<file path="config.mk">
export PLATFORM = sky130hd
export DESIGN_NAME = tri_cull
export DESIGN_NICKNAME = d
export VERILOG_FILES = /design/src/rtl/tri_cull.sv
export SDC_FILE = /design/constraint.sdc
export NUM_CORES = 1
export LEC_CHECK = 0
export ABC_CLOCK_PERIOD_IN_PS = 7400
export BUFFER_PORTS_ARGS = -buffer_cell sky130_fd_sc_hd__clkbuf_2
export CAP_MARGIN = 20
export CORE_ASPECT_RATIO = 1.5
export CORE_UTILIZATION = 40
export DETAILED_ROUTE_END_ITERATION = 16
export PLACE_DENSITY = 0.59
export SYNTH_ARGS = -nofsm -noshare
export SYNTH_HDL_FRONTEND = slang
export SYNTH_SLANG_ARGS = --single-unit
</file>
<file path="constraint.sdc">
create_clock -name Clk -period 7.4 [get_ports Clk]
set_clock_uncertainty 0.2 [all_clocks]
set_input_delay 1.48 -clock Clk [delete_from_list [all_inputs] [get_ports Clk]]
set_output_delay 1.48 -clock Clk [all_outputs]
set_load 0.1 [all_outputs]
</file>
<file path="src/rtl/tri_cull.sv">
// Three-stage back-face / off-screen triangle culler feeding a downstream FIFO.
// Define TRI_CULL_STATS_EN to add the per-frame pass/cull statistics counters.
`timescale 1ns / 1ps

module tri_cull #(
    parameter int unsigned SCREEN_W = 640,
    parameter int unsigned SCREEN_H = 480
) (
    input  logic        Clk,
    input  logic        Reset_n,
    input  logic        frame_start,
    input  logic        tri_valid,
    output logic        tri_ready,
    input  logic [59:0] tri_in,
    input  logic        fifo_full,
    output logic        fifo_w,
    output logic [59:0] tri_out,
    output logic        busy
`ifdef TRI_CULL_STATS_EN
    ,
    output logic [7:0]  pass_cnt,
    output logic [7:0]  cull_cnt
`endif
);

    // Triangle word: vertex v occupies [v*20 +: 20], X in the low 10 bits, Y above it.
    function automatic logic [9:0] px(input logic [59:0] t, input int unsigned v,
                                      input int unsigned c);
        return t[v*20 + c*10 +: 10];
    endfunction

    logic               s1_valid_q, s1_valid_d;
    logic [59:0]        s1_tri_q, s1_tri_d;
    logic               s2_valid_q, s2_valid_d;
    logic [59:0]        s2_tri_q, s2_tri_d;
    logic signed [10:0] s2_e1x_q, s2_e1x_d, s2_e1y_q, s2_e1y_d;
    logic signed [10:0] s2_e2x_q, s2_e2x_d, s2_e2y_q, s2_e2y_d;
    logic               s3_valid_q, s3_valid_d;
    logic [59:0]        s3_tri_q, s3_tri_d;
    logic signed [21:0] s3_c_q, s3_c_d;

    logic               adv;
    logic               accept;
    logic               s3_pass;
    logic               on_x, on_y;
    logic signed [10:0] e1x, e1y, e2x, e2y;
    logic signed [21:0] prod_a, prod_b;

    // Edge vectors from the S1 triangle; zero-extending keeps the 11-bit difference exact.
    always_comb begin
        e1x = {1'b0, px(s1_tri_q, 1, 0)} - {1'b0, px(s1_tri_q, 0, 0)};
        e1y = {1'b0, px(s1_tri_q, 1, 1)} - {1'b0, px(s1_tri_q, 0, 1)};
        e2x = {1'b0, px(s1_tri_q, 2, 0)} - {1'b0, px(s1_tri_q, 0, 0)};
        e2y = {1'b0, px(s1_tri_q, 2, 1)} - {1'b0, px(s1_tri_q, 0, 1)};
    end

    // |e| <= 1023, so each product and their difference fit in 22 signed bits.
    always_comb begin
        prod_a = 22'(s2_e1x_q) * 22'(s2_e2y_q);
        prod_b = 22'(s2_e1y_q) * 22'(s2_e2x_q);
    end

    always_comb begin
        on_x = 1'b0;
        on_y = 1'b0;
        for (int unsigned v = 0; v < 3; v++) begin
            if (32'(px(s3_tri_q, v, 0)) < SCREEN_W) on_x = 1'b1;
            if (32'(px(s3_tri_q, v, 1)) < SCREEN_H) on_y = 1'b1;
        end
        s3_pass = ~s3_c_q[21] & (s3_c_q != '0) & on_x & on_y;
    end

    // Only a passing triangle blocked by a full FIFO stalls; culled ones drain freely.
    assign adv       = ~(s3_valid_q & s3_pass & fifo_full);
    assign tri_ready = adv & ~frame_start;
    assign accept    = tri_valid & tri_ready;
    assign fifo_w    = s3_valid_q & s3_pass & ~fifo_full & ~frame_start;
    assign tri_out   = s3_tri_q;
    assign busy      = s1_valid_q | s2_valid_q | s3_valid_q;

    always_comb begin
        s1_valid_d = s1_valid_q;
        s1_tri_d   = s1_tri_q;
        s2_valid_d = s2_valid_q;
        s2_tri_d   = s2_tri_q;
        s2_e1x_d   = s2_e1x_q;
        s2_e1y_d   = s2_e1y_q;
        s2_e2x_d   = s2_e2x_q;
        s2_e2y_d   = s2_e2y_q;
        s3_valid_d = s3_valid_q;
        s3_tri_d   = s3_tri_q;
        s3_c_d     = s3_c_q;
        if (frame_start) begin
            s1_valid_d = 1'b0;
            s2_valid_d = 1'b0;
            s3_valid_d = 1'b0;
        end else if (adv) begin
            s1_valid_d = accept;
            if (accept) s1_tri_d = tri_in;
            s2_valid_d = s1_valid_q;
            s2_tri_d   = s1_tri_q;
            s2_e1x_d   = e1x;
            s2_e1y_d   = e1y;
            s2_e2x_d   = e2x;
            s2_e2y_d   = e2y;
            s3_valid_d = s2_valid_q;
            s3_tri_d   = s2_tri_q;
            s3_c_d     = prod_a - prod_b;
        end
    end

    always_ff @(posedge Clk or negedge Reset_n) begin
        if (!Reset_n) begin
            s1_valid_q <= 1'b0;
            s1_tri_q   <= '0;
            s2_valid_q <= 1'b0;
            s2_tri_q   <= '0;
            s2_e1x_q   <= '0;
            s2_e1y_q   <= '0;
            s2_e2x_q   <= '0;
            s2_e2y_q   <= '0;
            s3_valid_q <= 1'b0;
            s3_tri_q   <= '0;
            s3_c_q     <= '0;
        end else begin
            s1_valid_q <= s1_valid_d;
            s1_tri_q   <= s1_tri_d;
            s2_valid_q <= s2_valid_d;
            s2_tri_q   <= s2_tri_d;
            s2_e1x_q   <= s2_e1x_d;
            s2_e1y_q   <= s2_e1y_d;
            s2_e2x_q   <= s2_e2x_d;
            s2_e2y_q   <= s2_e2y_d;
            s3_valid_q <= s3_valid_d;
            s3_tri_q   <= s3_tri_d;
            s3_c_q     <= s3_c_d;
        end
    end

`ifdef TRI_CULL_STATS_EN
    logic [7:0] pass_cnt_q, pass_cnt_d;
    logic [7:0] cull_cnt_q, cull_cnt_d;
    logic       discard;

    assign discard = s3_valid_q & ~s3_pass & ~frame_start;

    always_comb begin
        pass_cnt_d = pass_cnt_q;
        cull_cnt_d = cull_cnt_q;
        if (frame_start) begin
            pass_cnt_d = '0;
            cull_cnt_d = '0;
        end else begin
            if (fifo_w && pass_cnt_q != 8'hff) pass_cnt_d = pass_cnt_q + 8'd1;
            if (discard && cull_cnt_q != 8'hff) cull_cnt_d = cull_cnt_q + 8'd1;
        end
    end

    always_ff @(posedge Clk or negedge Reset_n) begin
        if (!Reset_n) begin
            pass_cnt_q <= '0;
            cull_cnt_q <= '0;
        end else begin
            pass_cnt_q <= pass_cnt_d;
            cull_cnt_q <= cull_cnt_d;
        end
    end

    assign pass_cnt = pass_cnt_q;
    assign cull_cnt = cull_cnt_q;
`endif

endmodule
</file>
==> reports/metrics.cfg, run 1 <==
[final_layout]
n_antenna_cell=0
area_delta_synth_final_pct=10.3
seqCellArea_um2=6230
multi_input_area_um2=12900
final_layout_size_suffix_gt1_share_pct=12.2
fill_cells=5053
nNetsFinal=2673
final_cell_count_no_fill=2910

[setup_path]
crit_buf_inv=4
crit_required_ns=7.61
worstPathMaxFanout=12
crit_family=adder cells
end_kind=register
crit_path_cell_trace=nand2_1, inv_1, fa_1, fa_1, inv_1, fa_1, fa_1, fa_1, fa_1, inv_1, fa_1, inv_1, ha_1, a21o_1, a21oi_1, o21ai_0, or3_1, o22ai_1, xor2_1, o21ai_0
arrival_ns=7.13
crit_path_max_incr_delay_ns=0.70
worstSetupPathType=register to register
cp_common_cell=fa_1
crit_path_start_kind=register
cp_slowest_cell=fa_1

[die]
start_util_pct=40.5
num_rows=102
ios=128
coreArea_um2=51600
die_area_um2=53200
die_h_um=282
die_w_um=189

[global_routing]
grt-ovfl-total=0
grt_max_degree=137
grt_pass1_vias=15751
grt_pass1_wl_mm=86.7
globalRouteTotalUtil_pct=21.0
grt_antenna_before_repair=0

[clock_tree]
htree_levels=1
clk_latency_ns=0.56
cts_tree=yes
hold_buffers=0
clock_tree.buffer_depth=3
clk_pin_slew_ns=0.07
root_buffer=clkbuf_16
cts_made_buffers=26
cts_resized=0
cts_setup_buffers=0
clock-sinks=249

[job]
maxCapViolCount=0

[timing]
drv_slew=0
max_freq_ghz=0.145
whs_ns=0.264
timing.slew.headroom_pct=34.2
tns_ns=0
rsz0062_at_grt=no
fin_crit_sh_pct=93.5
finalCriticalPeriod_ns=6.92
setup_viol=0
worst_pin_slew_ns=0.987
finalHoldViolCount=0

[min_path]
hold_class=register to register

[synth]
synth_edf_count=0
syn_area_per_cell_um2=9.84
synth-seq-cells=249
async_reset_ff_share_pct=100
ys_seq_area_share_pct=29.8
syn_nets=2581
ys_warn_count=0
synth_ff_type=dfrtp_1
netlist_instances=2124
synth_cell_type_count=58
syn_area_um2=20900

[routing]
vias=14255
wl_per_cell_um=18.3
dr.pass1.iters=5
detail_route.vias_per_cell=4.90
wirelength_mm=53.3
dr.first_iter.drc_count=707
drc=0
antenna_left=0

[place]
dp_cells=2864
dp.final_hpwl_mm=42.8
io_buffer_count=127
gp_congestion=0.955

[status]
outcome=completed

==> routing by layer <==
layer  GRT usage (%)  vias to the layer above  share of wire [%]
met3            1.90                       96                3.2
met5               0                        -                  0
met4            8.97                        0                4.4
li1                -                     6698                  -
met1            23.4                     7185                 38
met2            40.4                      276                 55
==> flip-flops by register name, summed over array words and instances, names as in the netlist <==
signal / cells
s2_e1y_q: 11
s2_e2x_q: 11
tri_out: 60
s1_tri_q: 60
s2_e2y_q: 11
s2_valid_q: 1
s3_c_q: 22
s1_valid_q: 1
s2_tri_q: 60
s2_e1x_q: 11
s3_valid_q: 1
==> tightest hold or removal path, cell delays in order (launching register included) <==
cell and delay (ns):
dfrtp_1 0.34, nand2_1 0.05, nand2_1 0.05
==> synth_stat cells (4+ instances only) <==
cell type	n	area, um2
a211oi_1	4	30.0
nor2_1	28	105
a21o_1	17	128
o21a_1	7	52.6
a21oi_1	28	140
xnor2_1	38	333
or2_2	4	25.0
dfrtp_1	249	6230
o21ai_0	91	455
o211ai_1	4	30.0
and3_1	6	37.5
clkbuf_1	57	214
nand2b_1	12	75.1
buf_6	7	78.8
nor4_1	5	31.3
mux2_4	60	901
inv_1	349	1310
nand2_1	453	1700
nor3_1	14	70.1
nand3_1	5	25.0
a311oi_1	5	43.8
and2_1	158	988
a31oi_1	4	25.0
fa_1	269	5390
ha_1	123	1540
o31ai_1	15	113
xor2_1	15	131
or3_1	5	31.3
nor2b_1	19	119
a21boi_0	11	82.6
buf_2	25	125
==> final timing paths <==
kind	startpoint	endpoint	slack, ns	cells after the start
worst max-delay path	s2_e2x_q[0]	s3_c_q[20]	0.48	20
worst min-delay path	s2_tri_q[6]	tri_out[6]	0.26	2
worst max register to register	s2_e2x_q[0]	s3_c_q[20]	0.48	20
worst min register to register	s2_tri_q[6]	tri_out[6]	0.26	2
max in group asynchronous	Reset_n	s2_tri_q[4]	4.87	2
min in group asynchronous	Reset_n	tri_out[14]	0.80	1
==> cell usage in the layout, fill, tap and decap left out, types with 28 or more instances in the layout <==
master | netlist | layout
a21oi_1 | 28 | 28
and2_1 | 158 | 158
clkbuf_2 | 0 | 126
dfrtp_1 | 249 | 249
fa_1 | 269 | 269
ha_1 | 123 | 123
inv_1 | 349 | 349
mux2_4 | 60 | 60
nand2_1 | 453 | 453
nor2_1 | 28 | 28
o21ai_0 | 91 | 91
xnor2_1 | 38 | 38
==> kinds of logic (layout without fill, tap and decap cells) <==
kind of cell	after synthesis	in the layout	synth area share [%]
compound gates	209	209	6.32
flops	249	249	29.8
xor+xnor	53	53	2.22
simple gates	719	719	15.7
fa+ha+maj	392	392	33.1
buf+inv	439	549	8.30
mux	63	63	4.47
==> stage by stage <==
| step | setup slack (ns) | instance area [um2] | utilization, % |
|---|---|---|---|
| after floorplan | 1.02 | 20900 | - |
| after global placement | 0.565 | 22200 | 43.0 |
| after detailed placement | 0.476 | 22200 | 43.0 |
| after CTS | 0.478 | 23100 | 44.7 |
| after global routing | 0.132 | 23100 | 44.7 |
| final | 0.480 | 23100 | 44.7 |
==> cell type report <==
class                   instances  area share, %
repair buffers                153           3.70
flip-flops and latches        249           27.0
multi-input cells            1436           56.1
clock buffers                  35           3.19
clock inverters                11          0.597
well taps                     676           3.67
inverters                     350           5.71
Power of run 1 is not shown: default switching activity piles up to over one toggle a cycle in this logic, so the estimate is an artifact.
==> run 2: changes to the inputs <==
--- a/config.mk
+++ b/config.mk
@@ -8,7 +8,7 @@
 export ABC_CLOCK_PERIOD_IN_PS = 7400
 export BUFFER_PORTS_ARGS = -buffer_cell sky130_fd_sc_hd__clkbuf_2
 export CAP_MARGIN = 20
-export CORE_ASPECT_RATIO = 1.5
+export CORE_ASPECT_RATIO = 1.2
 export CORE_UTILIZATION = 40
 export DETAILED_ROUTE_END_ITERATION = 16
 export PLACE_DENSITY = 0.59
==> reports/metrics.cfg, run 2 (synthesized netlist as in run 1, its figures left out) <==
[global_routing]
grt-ovfl-total=0  ; unchanged
grt_antenna_before_repair=0  ; unchanged
grt_pass1_vias=15027  ; was 15.8k
grt_max_degree=147  ; was 137
grt_pass1_wl_mm=82.4  ; was 86.7 mm
globalRouteTotalUtil_pct=19.5  ; was 21.0%

[die]
die_w_um=211  ; was 189 um
die_area_um2=53200  ; about the same
start_util_pct=40.6  ; was 40.5%
die_h_um=252  ; was 282 um
num_rows=91  ; was 102
ios=128  ; unchanged
coreArea_um2=51500  ; was 51600 um2

[setup_path]
end_kind=register  ; unchanged
worstRegToRegCells=22  ; was 20
crit_path_start_kind=register  ; unchanged
crit_path_cell_trace=nand2_1, inv_1, fa_1, inv_1, fa_1, inv_1, fa_1, inv_1, fa_1, fa_1, fa_1, inv_1, fa_1, inv_1, ha_1, a21o_1, a21oi_1, o21ai_0, or3_1, o22ai_1, xor2_1, o21ai_0  ; was nand2_1, inv_1, fa_1, fa_1, inv_1, fa_1, fa_1, fa_1, fa_1, inv_1, fa_1, inv_1, ha_1, a21o_1, a21oi_1, o21ai_0, or3_1, o22ai_1, xor2_1, o21ai_0
arrival_ns=7.07  ; was 7.13 ns
crit_path_max_incr_delay_ns=0.91  ; was 0.70 ns
cp_slowest_cell=fa_1  ; unchanged
cp_common_cell=fa_1  ; unchanged
worstPathMaxFanout=11  ; was 12
worstSetupPathType=register to register  ; unchanged
crit_required_ns=7.60  ; was 7.61 ns

[timing]
drv_slew=0  ; unchanged
tns_ns=0  ; unchanged
finalCriticalPeriod_ns=6.86  ; was 6.92 ns
finalHoldViolCount=0  ; unchanged
timing.slew.headroom_pct=32.9  ; was 34.2%
worst_pin_slew_ns=0.999  ; was 0.987 ns
setup_viol=0  ; unchanged
max_freq_ghz=0.146  ; was 0.145 GHz
rsz0062_at_grt=no  ; unchanged
fin_crit_sh_pct=92.8  ; was 93.5%

[routing]
dr.pass1.iters=5  ; unchanged
wirelength_mm=50.1  ; was 53.3 mm
detail_route.vias_per_cell=4.83  ; was 4.90
vias=14132  ; was 14.3k
drc=0  ; unchanged
antenna_left=0  ; unchanged
wl_per_cell_um=17.1  ; was 18.3 um
dr.first_iter.drc_count=559  ; was 707

[clock_tree]
hold_buffers=0  ; unchanged
cts_resized=0  ; unchanged
clock-sinks=249  ; unchanged
cts_made_buffers=27  ; was 26
cts_tree=yes  ; unchanged
clk_latency_ns=0.55  ; was 0.56 ns
htree_levels=1  ; unchanged
clock_tree.buffer_depth=3  ; unchanged
root_buffer=clkbuf_16  ; unchanged
clk_pin_slew_ns=0.06  ; was 0.07 ns
cts_setup_buffers=0  ; unchanged

[final_layout]
final_layout_size_suffix_gt1_share_pct=12.0  ; was 12.2%
layout_commonest_cell=nand2_1  ; unchanged
nNetsFinal=2665  ; was 2673
n_antenna_cell=0  ; unchanged
area_delta_synth_final_pct=10.6  ; was 10.3%
mostFrequentLayoutCells=nand2_1, inv_1, fa_1  ; unchanged

[status]
outcome=completed  ; unchanged

[min_path]
hold_class=register to register  ; unchanged
min_path_cells=2  ; unchanged

[place]
io_buffer_count=127  ; unchanged
dp.final_hpwl_mm=39.3  ; was 42.8 mm
gp_congestion=0.890  ; was 0.955

[job]
maxCapViolCount=0  ; unchanged

-- run 2: path summary, 6_finish.rpt --
path                       slack [ns]          end          from
max                              0.54   s3_c_q[20]  s2_e1y_q[10]
min                              0.27  tri_out[20]  s2_tri_q[20]
max reg2reg                      0.54   s3_c_q[20]  s2_e1y_q[10]
min reg2reg                      0.27  tri_out[20]  s2_tri_q[20]
max in group asynchronous        4.85  s2_e2y_q[7]       Reset_n
min in group asynchronous        0.79  tri_out[20]       Reset_n
-- run 2: through the flow --
| stage | hold slack (ns) | utilization (%) | std cells | cell area, um2 | worst slack, ns |
|---|---|---|---|---|---|
| floorplan | 0.239 | - | 2124 | 20900 | 1.02 |
| global placement | 0.248 | 43.0 | 2875 | 22100 | 0.674 |
| detailed placement | 0.252 | 43.0 | 2875 | 22100 | 0.556 |
| CTS | 0.271 | 44.9 | 2923 | 23100 | 0.536 |
| global route | 0.301 | 44.9 | 2924 | 23100 | 0.156 |
| finish | 0.267 | 44.9 | 2924 | 23100 | 0.536 |
-- run 2: layout make-up --
cell class	instances	area, um2
Tap cell	697	872
Clock buffer	33	728
Multi-Input combinational cell	1436	12900
Fill cell	5039	28300
Inverter	350	1320
Clock inverter	15	226
Timing Repair Buffer	144	806
Sequential cell	249	6230
-- run 2: critical path, delay by kind of cell, from the launching register on --
family,cells,cell delay (ns)
simple gates,2,0.49
flops,1,0.48
xor+xnor,1,0.15
fa+ha+maj,8,4.11
buf+inv,6,0.42
compound gates,5,0.84
-- run 2: routing by layer --
metal	share of wire [%]	GRT usage [%]
met5	0	0
met4	1.7	4.08
met3	3.0	1.76
met2	49	33.9
met1	46	26.5
Power of run 2 is left out for the same reason.
==> run 3: changes to the inputs <==
--- a/config.mk
+++ b/config.mk
@@ -5,13 +5,13 @@
 export SDC_FILE = /design/constraint.sdc
 export NUM_CORES = 1
 export LEC_CHECK = 0
-export ABC_CLOCK_PERIOD_IN_PS = 7400
+export ABC_CLOCK_PERIOD_IN_PS = 5600
 export BUFFER_PORTS_ARGS = -buffer_cell sky130_fd_sc_hd__clkbuf_2
 export CAP_MARGIN = 20
 export CORE_ASPECT_RATIO = 1.2
 export CORE_UTILIZATION = 40
 export DETAILED_ROUTE_END_ITERATION = 16
-export PLACE_DENSITY = 0.59
+export PLACE_DENSITY = 0.61
 export SYNTH_ARGS = -nofsm -noshare
 export SYNTH_HDL_FRONTEND = slang
 export SYNTH_SLANG_ARGS = --single-unit
==> constraint.sdc (replaced) <==
create_clock -name Clk -period 5.6 [get_ports Clk]
set_clock_uncertainty 0.2 [all_clocks]
set_input_delay 1.12 -clock Clk [delete_from_list [all_inputs] [get_ports Clk]]
set_output_delay 1.12 -clock Clk [all_outputs]
set_load 0.1 [all_outputs]
==> reports/metrics.cfg, run 3 (synthesized netlist as in run 1, its figures left out) <==
[timing]
fin_crit_sh_pct=113  ; was 92.8%
max_freq_ghz=0.158  ; was 0.146 GHz
setup_viol=13  ; was 0
finalHoldViolCount=0  ; unchanged
drv_slew=0  ; unchanged
timing.slew.headroom_pct=38.0  ; was 32.9%
whs_ns=0.269  ; was 0.267 ns
worst_pin_slew_ns=0.924  ; was 0.999 ns
rsz0062_at_grt=yes  ; was no
setup_ws_ns=-0.714  ; was 0.536 ns
finalCriticalPeriod_ns=6.31  ; was 6.86 ns

[die]
die_area_um2=53200  ; unchanged
die_w_um=211  ; unchanged
coreArea_um2=51500  ; unchanged
ios=128  ; unchanged
die_h_um=252  ; unchanged
num_rows=91  ; unchanged
start_util_pct=40.6  ; unchanged

[clock_tree]
root_buffer=clkbuf_16  ; unchanged
clk_pin_slew_ns=0.07  ; was 0.06 ns
clock_tree.buffer_depth=3  ; unchanged
hold_buffers=0  ; unchanged
htree_levels=1  ; unchanged
clock-sinks=249  ; unchanged
clk_latency_ns=0.58  ; was 0.55 ns
cts_tree=yes  ; unchanged
cts_made_buffers=28  ; was 27

[routing]
dr.first_iter.drc_count=689  ; was 559
vias=15021  ; was 14.1k
antenna_left=0  ; unchanged
drc=0  ; unchanged
wl_per_cell_um=17.5  ; was 17.1 um
wirelength_mm=54.1  ; was 50.1 mm
dr.pass1.iters=5  ; unchanged
detail_route.vias_per_cell=4.86  ; was 4.83

[global_routing]
grt-ovfl-total=0  ; unchanged
grt_pass1_vias=16391  ; was 15.0k
globalRouteTotalUtil_pct=21.1  ; was 19.5%
grt_pass1_wl_mm=87.5  ; was 82.4 mm
grt_antenna_before_repair=0  ; unchanged
grt_max_degree=116  ; was 147

[job]
maxCapViolCount=0  ; unchanged

[setup_path]
crit_path_start_kind=register  ; unchanged
reg2reg_slack_ns=-0.71  ; was 0.54 ns
crit_start=s2_e2y_q[3]  ; was s2_e1y_q[10]
critPathCapture=s3_c_q[15]  ; was s3_c_q[20]
end_kind=register  ; unchanged
worstRegToRegCells=22  ; unchanged
worstPathMaxFanout=7  ; was 11
timing.rr.end=s3_c_q[15]  ; was s3_c_q[20]
worstSetupPathType=register to register  ; unchanged
crit_required_ns=5.83  ; was 7.60 ns
worstReg2RegStart=s2_e2y_q[3]  ; was s2_e1y_q[10]
arrival_ns=6.55  ; was 7.07 ns

[place]
io_buffer_count=127  ; unchanged
dp.final_hpwl_mm=42.5  ; was 39.3 mm
dp_cells=3006  ; was 2875
gp_congestion=0.883  ; was 0.890

[status]
outcome=finished with violations  ; was completed
violations=negative setup slack

[final_layout]
multi_input_area_um2=13500  ; was 12900 um2
n_antenna_cell=0  ; unchanged
area_delta_synth_final_pct=20.3  ; was 10.6%
final_cell_count_no_fill=3093  ; was 2924
layout_commonest_cell=nand2_1  ; unchanged
seqCellArea_um2=6260  ; was 6230 um2
fill_cells=4884  ; was 5039
mostFrequentLayoutCells=nand2_1, inv_1, fa_1  ; unchanged
final_layout_size_suffix_gt1_share_pct=22.9  ; was 12.0%
nNetsFinal=2832  ; was 2665

[min_path]
hold_class=register to register  ; unchanged

-- run 3: worst max-delay path, stage by stage (launching register included) --
cell and delay, ns:
dfrtp_2 0.48, and2_4 0.19, fa_1 0.49, inv_1 0.05, fa_1 0.49, fa_2 0.55
inv_2 0.04, fa_1 0.51, fa_2 0.45, fa_1 0.48, inv_1 0.05, fa_1 0.47
inv_1 0.05, ha_2 0.16, or3_4 0.34, or2_4 0.26, o22ai_4 0.15, buf_4 0.15
buf_6 0.09, o21ai_2 0.06, a31oi_1 0.20, xor2_1 0.17, o21ai_1 0.08
-- run 3: repair_timing --
| item | CTS | global route |
|---|---|---|
| buffers inserted | 19 | 17 |
| endpoints found under the hold margin | 0 | 0 |
| resized for setup | 83 | 78 |
| gates cloned | 0 | 0 |
| setup endpoints to repair | 14 | 15 |
| pin swaps | 54 | 34 |
-- run 3: layer usage --
layer | vias up | part of all wire [%] | GRT usage (%)
met2 | 289 | 51 | 37.5
met1 | 7623 | 41 | 26.0
met4 | 0 | 4.4 | 8.47
met3 | 110 | 3.4 | 2.49
li1 | 6999 | - | -
met5 | - | 0 | 0
-- run 3: cell type report --
type | instances | share of cell area [%]
tap | 697 | 3.47
timing repair buffer | 310 | 8.70
multi-input combinational | 1436 | 53.6
clock inverter | 15 | 0.901
sequential | 249 | 24.9
inverter | 350 | 5.25
clock buffer | 36 | 3.15
-- run 3: worst min path at each step --
stage | from | to | slack [ns] | cells after the start
2_1_floorplan | s2_tri_q[0] | tri_out[0] | 0.24 | 2
3_3_place_gp | s2_tri_q[12] | tri_out[12] | 0.25 | 2
3_5_place_dp | s2_tri_q[35] | tri_out[35] | 0.25 | 2
4_1_cts | s2_tri_q[7] | tri_out[7] | 0.27 | 2
5_1_grt | tri_out[26] | tri_out[26] | 0.29 | 2
6_report | s2_tri_q[15] | tri_out[15] | 0.27 | 2
-- run 3: through the flow --
stage          setup TNS [ns]  setup WS, ns  cell area, um2  util, %
2_1_floorplan           -3.58        -0.536           21100        -
3_3_place_gp            -8.00        -0.798           23200     45.2
3_5_place_dp            -8.57        -0.856           23200     45.2
4_1_cts                 -6.74        -0.710           24700     48.0
5_1_grt                 -9.62        -0.983           25100     48.9
6_report                -7.02        -0.714           25100     48.9
Power of run 3 is left out for the same reason.
